`src/rtl/cpu_fetch_queue.sv`:
```
// Multi-entry fetch-to-decode instruction queue: circular buffer with valid/ready on both
// sides, same-cycle flush, optional empty-bypass and occupancy/almost-full outputs.
module cpu_fetch_queue #(
    parameter int DW          = 64,
    parameter int DEPTH       = 4,
    parameter int ALMOST_FULL = 3,
    parameter int BYPASS      = 0
) (
    input  logic                         i_clock,
    input  logic                         i_reset,
    input  logic                         i_flush,
    input  logic                         i_valid,
    output logic                         o_ready,
    input  logic [DW-1:0]                i_data,
    output logic                         o_valid,
    input  logic                         i_ready,
    output logic [DW-1:0]                o_data,
    output logic [$clog2(DEPTH+1)-1:0]   o_count,
    output logic                         o_almost_full
);

    localparam int PW = $clog2(DEPTH);
    localparam int CW = $clog2(DEPTH + 1);

    logic [PW-1:0] wr_ptr_q, wr_ptr_d;
    logic [PW-1:0] rd_ptr_q, rd_ptr_d;
    logic [CW-1:0] count_q, count_d;
    logic [DW-1:0] mem_q [DEPTH];

    logic empty, full, bypass_path;
    logic push, pop, pass_thru, store, drain;

    always_comb begin
        empty       = (count_q == '0);
        full        = (count_q == CW'(DEPTH));
        bypass_path = (BYPASS != 0) && empty;
        o_ready     = !full;
    end

    // Outputs are gated by the live reset so nothing leaks through the bypass path while held in reset.
    always_comb begin
        o_valid = 1'b0;
        o_data  = '0;
        if (i_reset) begin
            if (bypass_path) begin
                o_valid = i_valid && !i_flush;
                o_data  = i_data;
            end else begin
                o_valid = !empty && !i_flush;
                if (!empty) begin
                    o_data = mem_q[rd_ptr_q];
                end
            end
        end
    end

    // A bypassed entry is consumed in the same cycle it arrives and never touches storage.
    always_comb begin
        push      = i_valid && !full && !i_flush;
        pop       = o_valid && i_ready;
        pass_thru = bypass_path && pop;
        store     = push && !pass_thru;
        drain     = pop && !pass_thru;
    end

    always_comb begin
        wr_ptr_d = wr_ptr_q;
        rd_ptr_d = rd_ptr_q;
        count_d  = count_q;
        if (i_flush) begin
            wr_ptr_d = '0;
            rd_ptr_d = '0;
            count_d  = '0;
        end else begin
            if (store) begin
                wr_ptr_d = wr_ptr_q + PW'(1);
            end
            if (drain) begin
                rd_ptr_d = rd_ptr_q + PW'(1);
            end
            case ({store, drain})
                2'b10:   count_d = count_q + CW'(1);
                2'b01:   count_d = count_q - CW'(1);
                default: count_d = count_q;
            endcase
        end
    end

    always_ff @(posedge i_clock or negedge i_reset) begin
        if (!i_reset) begin
            wr_ptr_q <= '0;
            rd_ptr_q <= '0;
            count_q  <= '0;
        end else begin
            wr_ptr_q <= wr_ptr_d;
            rd_ptr_q <= rd_ptr_d;
            count_q  <= count_d;
        end
    end

    always_ff @(posedge i_clock) begin
        if (store) begin
            mem_q[wr_ptr_q] <= i_data;
        end
    end

    always_comb begin
        o_count       = count_q;
        o_almost_full = (count_q >= CW'(ALMOST_FULL));
    end

endmodule

```
`config.mk`:
```
export PLATFORM = sky130hd
export DESIGN_NAME = cpu_fetch_queue
export DESIGN_NICKNAME = d
export VERILOG_FILES = /design/src/rtl/cpu_fetch_queue.sv
export SDC_FILE = /design/constraint.sdc
export NUM_CORES = 1
export LEC_CHECK = 0
export ABC_AREA = 1
export CORE_MARGIN = 5
export CORE_UTILIZATION = 50
export DETAILED_ROUTE_END_ITERATION = 8
export GPL_ROUTABILITY_DRIVEN = 0
export GPL_TIMING_DRIVEN = 0
export PLACE_DENSITY = 0.74
export SYNTH_ARGS = -nofsm -noshare
export SYNTH_HDL_FRONTEND = slang
export SYNTH_SLANG_ARGS = --single-unit
```
`constraint.sdc`:
```
create_clock -name i_clock -period 7 [get_ports i_clock]
set_clock_uncertainty 0.15 [all_clocks]
set_input_delay 0.7 -clock i_clock [delete_from_list [all_inputs] [get_ports i_clock]]
set_output_delay 0.7 -clock i_clock [all_outputs]
set_load 0.02 [all_outputs]
```
After elaboration in Yosys (flattened, before gate mapping)
Memories as Yosys holds them, arrays and structs flattened.
Cells that the tools add are included.
{ "classes": {"mux": 11, "mul": 0, "shifts": 0, "bitwise_logic": 0, "div": 0, "eq_ne": 3, "add_sub_neg": 4, "n_reduce_logical": 11, "n_lt_le_gt_ge": 1} }
{ "ops": {"columns": ["operator", "n"], "rows": [
  ["64-bit two-way mux", 2],
  ["2-bit two-way mux", 4],
  ["3-bit one-hot mux with 2 select lines", 1],
  ["2-bit by 1-bit adder with 2-bit output, second input constant", 2],
  ["1-bit logical AND", 4],
  ["2-bit nonzero test", 2],
  ["3-bit by 1-bit adder with 3-bit output, second input constant", 1],
  ["3-bit equality test, second input constant", 1],
  ["3-bit by 2-bit greater-or-equal comparator with 1-bit output, second input constant", 1],
  ["1-bit logical NOT", 3],
  ["3-bit logical NOT", 1],
  ["1-bit two-way mux", 3],
  ["3-bit two-way mux", 1],
  ["3-bit nonzero test", 1],
  ["3-bit by 1-bit subtractor with 3-bit output, second input constant", 1],
  ["2-bit by 1-bit equality test with 1-bit output, second input constant", 1],
  ["2-bit equality test, second input constant", 1]
]} }
{ "totals": {"mem_bits_ro": 0, "latch_bits": 0, "ram_bits": 256, "n_memories": 1, "inputBits": 69, "word_cells": 34, "reg_bits": 7} }
{ "mem_list": {"columns": ["name", "depth", "word_bits", "read_ports", "rd_ports_with_merged_regs", "wr", "line", "rtl"], "rows": [
  ["mem_q", 4, 64, 1, 0, 1, "28", "logic [DW-1:0] mem_q [DEPTH];"]
]} }

Longest topological paths before layout
Gate-level depths: netlist (run 1).
{ "logic_depth": {"word_depth": 8, "depth_mapped": 13, "mapped_depth_nobuf": 13} }

Worst setup path after synthesis (run 1)
No wires, ideal clock.
{ "synth_path": {"path_type": "in2reg", "from": "input i_flush", "to": "memory mem_q[0][0] (enable)", "setup_ps": 487, "path_slack_ps": 2682, "path_stages": 3, "t_required_ps": 6363, "arrival_ps": 3682, "cell_sequence": "inv_1 nand3_2 nor2_1"} }
{ "synth_between": {"elab_chain_len": 4} }
{ "synth_lines": {"columns": ["item", "line", "rtl"], "rows": [
  ["from (decl)", "11", "input logic i_flush,"],
  ["1-bit logical NOT", "59", "push = i_valid && !full && !i_flush;"],
  ["1-bit logical AND", "59", null],
  ["1-bit two-way mux", "102", "if (store) begin"],
  ["1-bit two-way mux (implied by the code)", "103", "mem_q[wr_ptr_q] <= i_data;"],
  ["to (decl)", "28", null]
]} }
No other way between the ends.

Final worst setup path (run 1)
{ "layout_path": {"from": "input i_reset", "to": "output o_data[3]"} }
{ "layout_between": {"elab_chain_len": 1} }
{ "layout_lines": {"columns": ["item", "line", "rtl"], "rows": [
  ["from (decl)", "10", "input logic i_reset,"],
  ["64-bit two-way mux", "44", "if (i_reset) begin"],
  ["to (decl)", "17", "output logic [DW-1:0] o_data,"]
]} }
No other way between the ends.

==> results of run 1 <==
[worst paths after layout]
kind | endpoint | slack [ns] | cells after the start
max | o_data[3] | 3.10 | 5
max reg2reg | mem_q[2][35] | 4.33 | 6
min | wr_ptr_q[1] | 0.32 | 1
min reg2reg | wr_ptr_q[0] | 0.42 | 1
min in group i_clock | wr_ptr_q[0] | 0.42 | 1
max in group asynchronous | rd_ptr_q[1] | 6.10 | 1
[per-layer routing]
metal  vias up  track usage (%)
met2       226             32.6
met3        46             3.60
met4         0             5.72
met1      3253             25.5
met5         -                0
li1       3252                -
[synth_stat cells]
master	count	area, um2
o21ai_0	127	636
clkbuf_1	11	41.3
nand3_2	1	10.0
nand2_2	4	25.0
nor2_4	1	11.3
buf_1	6	22.5
inv_2	3	11.3
nor3b_2	1	12.5
buf_4	14	105
buf_6	2	22.5
fa_1	1	20.0
edfxtp_1	256	7690
a21oi_1	66	330
xnor2_1	1	8.76
buf_2	15	75.1
nand2_1	20	75.1
ha_1	4	50.1
nor2_1	262	983
nor2_2	1	6.26
nand3_1	4	20.0
inv_1	13	48.8
dfrtp_1	7	175
o21ai_1	4	20.0
[registers in the layout, summed over array words and instances (netlist names)]
| signal | count |
|---|---|
| o_count | 3 |
| wr_ptr_q | 2 |
| mem_q | 256 |
| rd_ptr_q | 2 |
[cells by family after synthesis]
kind of cell / count (synthesis) / synth area share (%)
and+or+nand+nor: 294 / 11.0
xor gates and xnor gates: 1 / 0.0843
AOI/OAI and AO/OA: 197 / 9.48
adders and majority gates: 5 / 0.674
DFF: 263 / 75.6
buffers and inverters: 64 / 3.14
[through the flow]
stage | instance area, um2 | hold slack [ns] | total power, W
CTS | 13100 | 0.309 | 0.00401
global route | 13100 | 0.334 | 0.00414
finish | 13100 | 0.323 | 0.00398
detailed placement | 12300 | 0.411 | 0.00275
global placement | 12100 | 0.401 | 0.00273
floorplan | 10400 | 0.254 | 0.00233
[power by group]
part,leakage (nW),internal [W],switching [W]
logic,1.73,0.000335,0.000509
registers,2.42,0.00183,0.0000337
clock network,0.376,0.000734,0.000533
[area by class of cell]
cell class | instances | share of cell area (%)
Sequential cell | 263 | 59.9
Timing Repair Buffer | 147 | 12.1
Clock inverter | 10 | 0.553
Tap cell | 270 | 2.57
Clock buffer | 33 | 5.32
Multi-Input combinational cell | 497 | 17.1
Buffer | 48 | 2.03
Inverter | 16 | 0.458
==> summary.txt, run 1 <==
Critical path
  • Setup crit end kind: output port
  • Startpoint Class: primary input
  • Delay-heaviest family, CP: buffers and inverters
  • CP startpoint: i_reset
  • Arr. time, crit path: 3.05 ns
  • RR Startpoint: o_count[1]
  • Slowest stage delay, CP: 0.71 ns
  • Crit path kind: primary input to output port
  • Critical path's slowest cell: clkdlybuf4s50_1
  • Crit path cell chain: clkdlybuf4s50_1 -> nand2_1 -> buf_2 -> a21oi_1 -> clkdlybuf4s50_1
  • Crit path buf inv count: 3
  • CP required: 6.15 ns
  • Worst-path fanout max: 10
  • Crit path top cell by count: clkdlybuf4s50_1

Drt
  • Pre-antenna DRT Iters: 5
  • DR WL met2: 11,600 um
  • Vias: 6,777
  • Metal-1 WL: 9920 um
  • DRC viols: 0
  • Post-DR vias/cell: 5.28
  • Drt wl/cell: 18.4 um
  • DRT iter0 DRCs: 416
  • Max layer used: met4
  • Met3 WL: 1440 um
  • Post-route ant nets: 0
  • Routed WL: 23,600 um

Min path
  • HP Class: primary input to asynchronous set/reset pin

Cells and area
  • Final core utilization: 64.4%
  • Most common cell after layout, fill and taps aside: nor2_1
  • Area of the multi-input gates: 2240 um2
  • Nets@finish: 1,073
  • Layout cells sized above 1: 8.68%
  • Layout area overhead: 26.2%
  • # diodes: 0
  • Layout Cells excl Fill: 1,284
  • Number of fill cells: 1,517
  • Most frequent cells in the layout: 258 x nor2_1, 256 x edfxtp_1, 138 x clkdlybuf4s50_1
  • Register area: 7860 um2

Synth
  • Synth Warn #: 0
  • Net Count, Synth: 898
  • Seq/Total Area, Yosys: 75.6%
  • Synth Register Bits: 263
  • Netlist Area Pre-Place: 10,400 um2
  • Unique cell type count in the Yosys netlist: 23
  • Post-synthesis area per instance: 12.6 um2
  • Cells after Synth: 824

Job
  • Max-cap viol count: 0

Global routing
  • Largest net degree at the start of global routing: 31
  • Initial antenna violation count: 0
  • Vias in the first global route: 6,672
  • GR Overflow Total: 0
  • Overall routing resource usage: 19.2%
  • First-pass GRT wire length: 36,200 um

Timing
  • Fmax: 257 MHz
  • RSZ-0062 raised after global routing: no
  • Final Hold Fails: 0
  • Period Utilization, post-route: 55.7%
  • Tmin final: 3.90 ns
  • Slew at the pin with the worst max-slew slack: 0.939 ns
  • Relative slew slack: 37.2%
  • Worst setup margin: 3.10 ns
  • Setup TNS: 0 ns
  • Final setup vio count: 0
  • Final slew viol count: 0

Floorplanning
  • Cell row count: 52
  • Die Span Y: 154 um
  • Die Width: 154 um
  • Core box area: 20,400 um2
  • Die area: 23,800 um2
  • Initial Util: 51.1%
  • I/O pin count: 139

Power and ir drop
  • Leakage: 4.52 nW
  • VDD IR max: 0.175 mV
  • PwrDens: 303 nW/um2

Clock network
  • Root Buffer: clkbuf_16
  • Post_cts resized: 0
  • Num Clock Sinks: 263
  • Worst-path clk slew: 0.06 ns
  • Clock Latency Late Sink: 0.52 ns
  • CTS H-tree lvls: 1
  • TritonCTS Buffers: 26
  • CTS tree: built
  • Longest Clk Path Bufs: 3
  • Hold buffers post-CTS: 0
  • Setup bufs post-CTS: 0

Placement
  • Post-detail-place hpwl: 14,800 um
  • Post-place setup slack: 3.02 ns
  • Buffers on Ports: 138
  • Placed Instances: 1,241

Run status
  • Outcome: completed
Power figures use the tool's default switching activity.
==> run 2: changes to the inputs <==
CORE_UTILIZATION = 49   (was 50)
PLACE_DENSITY = 0.75   (was 0.74)
clock period = 3.2 ns   (was 7 ns; I/O delays follow)
==> summary.txt, run 2 (synthesis gave the netlist of run 1 again) <==
Global routing
  • Vias in the first global route: 6,867
  • First-pass GRT wire length: 36,300 um
  • GR Overflow Total: 0
  • Largest net degree at the start of global routing: 31
  • Overall routing resource usage: 19.1%
  • Initial antenna violation count: 0

Cells and area
  • Reg with most FFs: mem_q
  • Most frequent cells in the layout: 258 x nor2_1, 256 x edfxtp_1, 135 x clkdlybuf4s50_1
  • Layout cells sized above 1: 9.54%
  • Max reg flops: 256
  • # diodes: 0
  • Most common cell after layout, fill and taps aside: nor2_1
  • Nets@finish: 1,074
  • Number of fill cells: 1,593
  • Layout area overhead: 26.1%

Drt
  • Post-route ant nets: 0
  • DRT iter0 DRCs: 473
  • Post-DR vias/cell: 5.21
  • Routed WL: 23,500 um
  • Vias: 6,737
  • Drt wl/cell: 18.2 um
  • Pre-antenna DRT Iters: 4
  • DRC viols: 0

Clock network
  • Longest Clk Path Bufs: 3
  • CTS H-tree lvls: 1
  • CTS tree: built
  • Num Clock Sinks: 263
  • Clock Latency Late Sink: 0.53 ns
  • Setup bufs post-CTS: 0
  • Worst-path clk slew: 0.06 ns
  • TritonCTS Buffers: 27
  • Root Buffer: clkbuf_16

Timing
  • Setup TNS: 0 ns
  • Tmin final: 3.09 ns
  • Fmax: 324 MHz
  • Final slew viol count: 0
  • Final Hold Fails: 0
  • Hold Slack: 0.267 ns
  • Relative slew slack: 45.7%
  • RSZ-0062 raised after global routing: no
  • Final setup vio count: 0
  • Period Utilization, post-route: 96.5%
  • Slew at the pin with the worst max-slew slack: 0.812 ns

Critical path
  • Slowest stage delay, CP: 0.66 ns
  • Crit path cell chain: inv_2 -> buf_4 -> clkbuf_2 -> o21ai_0 -> a21oi_1 -> clkdlybuf4s50_1
  • Delay-heaviest family, CP: buffers and inverters
  • Crit path kind: register to output port
  • Arr. time, crit path: 2.62 ns
  • Setup crit end kind: output port
  • Worst-path fanout max: 10
  • Crit path buf inv count: 4
  • CP required: 2.73 ns
  • Startpoint Class: register
  • Critical path's slowest cell: clkdlybuf4s50_1

Min path
  • HP Class: primary input to register

Floorplanning
  • Cell row count: 53
  • Core box area: 21,000 um2
  • I/O pin count: 139
  • Die Span Y: 156 um
  • Die area: 24,200 um2
  • Die Width: 156 um
  • Initial Util: 49.6%

Power and ir drop
  • Leakage: 4.57 nW
  • PwrDens: 661 nW/um2
  • VDD IR max: 0.504 mV

Job
  • Max-cap viol count: 0

Placement
  • Buffers on Ports: 138
  • Post-detail-place hpwl: 14,900 um

Run status
  • Outcome: completed
-- run 2: path summary, 6_finish.rpt --
check / cells after the start / from / slack, ns / to
worst max-delay path: 6 / rd_ptr_q[0] / 0.11 / o_data[60]
worst min-delay path: 1 / i_data[1] / 0.27 / mem_q[2][1]
worst max register to register: 6 / o_count[0] / 0.79 / mem_q[2][39]
worst min register to register: 1 / wr_ptr_q[0] / 0.41 / wr_ptr_q[0]
max in group asynchronous: 2 / i_reset / 2.09 / o_count[2]
min in group asynchronous: 2 / i_reset / 0.56 / wr_ptr_q[0]
-- run 2: stage by stage --
stage / cell area, um2 / cells / utilization, % / total power (W) / worst slack [ns]
floorplan: 10400 / 824 / - / 0.00510 / -1.05
global placement: 12100 / 1237 / 57.9 / 0.00596 / -3.45
detailed placement: 12300 / 1245 / 58.8 / 0.00600 / -0.0502
CTS: 13100 / 1292 / 62.6 / 0.00875 / 0.00676
global route: 13100 / 1292 / 62.6 / 0.00902 / 0.00318
finish: 13100 / 1292 / 62.6 / 0.00867 / 0.113
-- run 2: cell type report --
type                    instances  area (um2)  share of cell area, %
clock inverters                 8        47.5                  0.362
flip-flops and latches        263        7860                   59.9
well taps                     275         344                   2.62
plain buffers                  48         278                   2.12
inverters                      16        60.1                  0.458
repair buffers                147        1570                   11.9
clock buffers                  38         717                   5.47
multi-input cells             497        2240                   17.1
-- run 2: what timing repair did --
item,in CTS,in global routing
endpoints found under the setup margin,41,13
endpoints found under the hold margin,7,0
resized for setup,9,6
cloned,0,0
hold buffers,1,0
-- run 2: report_power, final --
group,switching [W],internal [W]
sequential,0.0000724,0.00401
clock,0.00119,0.00155
combinational,0.00111,0.000732
-- run 2: per-layer routing --
metal | track usage (%) | vias to the layer above | share of wire (%)
met2 | 33.6 | 222 | 51
li1 | - | 3259 | -
met4 | 5.88 | 0 | 1.8
met5 | 0 | - | 0
met3 | 2.80 | 35 | 6.0
met1 | 24.8 | 3221 | 42
==> run 3: changes to the inputs <==
CORE_UTILIZATION = 50   (was 49)
DONT_BUFFER_PORTS = 1   (was default)
PLACE_DENSITY = 0.68   (was 0.75)
==> summary.txt, run 3 (synthesis gave the netlist of run 1 again) <==
Run status
  • Outcome: completed

Timing
  • Final slew viol count: 0
  • Period Utilization, post-route: 91.8%
  • Worst setup margin: 0.263 ns
  • Final Hold Fails: 0
  • Tmin final: 2.94 ns
  • Final setup vio count: 0
  • Fmax: 340 MHz
  • RSZ-0062 raised after global routing: no
  • Slew at the pin with the worst max-slew slack: 0.680 ns
  • Relative slew slack: 54.8%

Global routing
  • Initial antenna violation count: 0
  • First-pass GRT wire length: 37,100 um
  • GR Overflow Total: 0
  • Largest net degree at the start of global routing: 29
  • Vias in the first global route: 6,450
  • Overall routing resource usage: 19.8%

Placement
  • Buffers on Ports: 0
  • Post-place setup slack: 0.470 ns
  • Placement Cell Area: 11,000 um2
  • Post-detail-place hpwl: 14,400 um

Critical path
  • Delay-heaviest family, CP: buffers and inverters
  • Slowest stage delay, CP: 0.56 ns
  • Crit path kind: register to output port
  • Arr. time, crit path: 2.47 ns
  • Critical path's slowest cell: a21oi_1
  • Crit path cell chain: inv_2 -> buf_4 -> clkbuf_1 -> o21ai_0 -> a21oi_1
  • CP required: 2.73 ns
  • Worst-path fanout max: 10
  • Setup crit end kind: output port
  • Crit path buf inv count: 3
  • FF-to-FF setup slack: 0.49 ns
  • Startpoint Class: register

Power and ir drop
  • PwrDens: 680 nW/um2
  • Leakage: 4.33 nW
  • Sequential share of power: 48.3%
  • Switching portion of total power: 27.8%
  • Clk pwr share: 35.2%
  • Pint: 0.00614 W
  • Net Switching: 0.00236 W
  • VDD IR max: 0.519 mV
  • Combinational share of power: 16.6%

Drt
  • Routed WL: 23,800 um
  • Drt wl/cell: 19.5 um
  • DR WL met2: 11,700 um
  • DRT iter0 DRCs: 400
  • Vias: 6,538
  • DRC viols: 0
  • Pre-antenna DRT Iters: 5
  • Post-route ant nets: 0
  • Metal-1 WL: 9690 um
  • Met3 WL: 1840 um
  • Post-DR vias/cell: 5.36
  • Max layer used: met4

Cells and area
  • Max reg flops: 256
  • Most frequent cells in the layout: 258 x nor2_1, 256 x edfxtp_1, 127 x o21ai_0
  • Nets@finish: 1,005
  • Layout cells sized above 1: 9.58%
  • Reg with most FFs: mem_q
  • Finished Cell Area: 12,500 um2
  • Layout area overhead: 20.1%
  • Number of fill cells: 1,550
  • Most common cell after layout, fill and taps aside: nor2_1
  • # diodes: 0

Floorplanning
  • I/O pin count: 139
  • Die area: 23,800 um2
  • Die Span Y: 154 um
  • Initial Util: 51.1%
  • Core box area: 20,400 um2
  • Cell row count: 52
  • Die Width: 154 um

Clock network
  • Clock Latency Late Sink: 0.51 ns
  • CTS tree: built
  • Root Buffer: clkbuf_16
  • CTS H-tree lvls: 1
  • Longest Clk Path Bufs: 3
  • Setup bufs post-CTS: 0
  • Num Clock Sinks: 263
  • Worst-path clk slew: 0.06 ns
  • Hold buffers post-CTS: 69
  • TritonCTS Buffers: 27
  • Post_cts resized: 0

Job
  • Max-cap viol count: 0

Min path
  • HP Class: primary input to register
[run 3: cell types whose count changed in the layout (fill, tap and decap cells not counted), sizes merged, moves of 3 or more]
cell / change
bufinv: +3
clkdlybuf4s50: -135
clkinv: +8
clkbuf: -5
dlymetal6s2s: -3
dlygate4sd3: +68
[run 3: worst paths after layout]
| check | startpoint | to | cells after the start |
|---|---|---|---|
| hold reg to reg | wr_ptr_q[0] | wr_ptr_q[0] | 1 |
| setup / recovery | rd_ptr_q[0] | o_data[2] | 5 |
| setup reg to reg | o_count[0] | mem_q[2][43] | 6 |
| hold / removal | i_valid | wr_ptr_q[0] | 2 |
| min in group asynchronous | i_reset | o_count[0] | 2 |
| max in group asynchronous | i_reset | rd_ptr_q[0] | 2 |
[run 3: through the flow]
stage / util [%] / instances / TNS (ns) / hold slack [ns] / power (W)
floorplan: - / 824 / -269.27 / -0.126 / 0.00510
global placement: 52.7 / 1094 / -838.75 / -0.125 / 0.00544
detailed placement: 53.8 / 1103 / 0 / -0.125 / 0.00549
CTS: 61.3 / 1220 / 0 / 0.0233 / 0.00856
global route: 61.3 / 1220 / 0 / 0.0785 / 0.00885
finish: 61.3 / 1220 / 0 / 0.0368 / 0.00850
[run 3: area by class of cell]
class / instances / area (um2) / area share, %
repair buffers: 78 / 886 / 7.09
plain buffers: 48 / 267 / 2.13
well taps: 270 / 338 / 2.70
flip-flops and latches: 263 / 7860 / 62.9
clock inverters: 16 / 146 / 1.17
multi-input cells: 497 / 2240 / 17.9
clock buffers: 32 / 694 / 5.56
inverters: 16 / 60.1 / 0.481
[run 3: metal layers]
| layer | vias to the layer above | track usage, % |
|---|---|---|
| li1 | 3117 | - |
| met1 | 3166 | 27.0 |
| met2 | 211 | 32.7 |
| met3 | 44 | 4.47 |
| met4 | 0 | 4.96 |
| met5 | - | 0 |
[run 3: power by group through the flow]
stage               registers (W)  clock network, W  logic, W
floorplan                 0.00418                 0  0.000925
global placement          0.00421                 0   0.00123
detailed placement        0.00418                 0   0.00131
CTS                       0.00410           0.00304   0.00142
global route              0.00412           0.00319   0.00154
finish                    0.00410           0.00299   0.00141
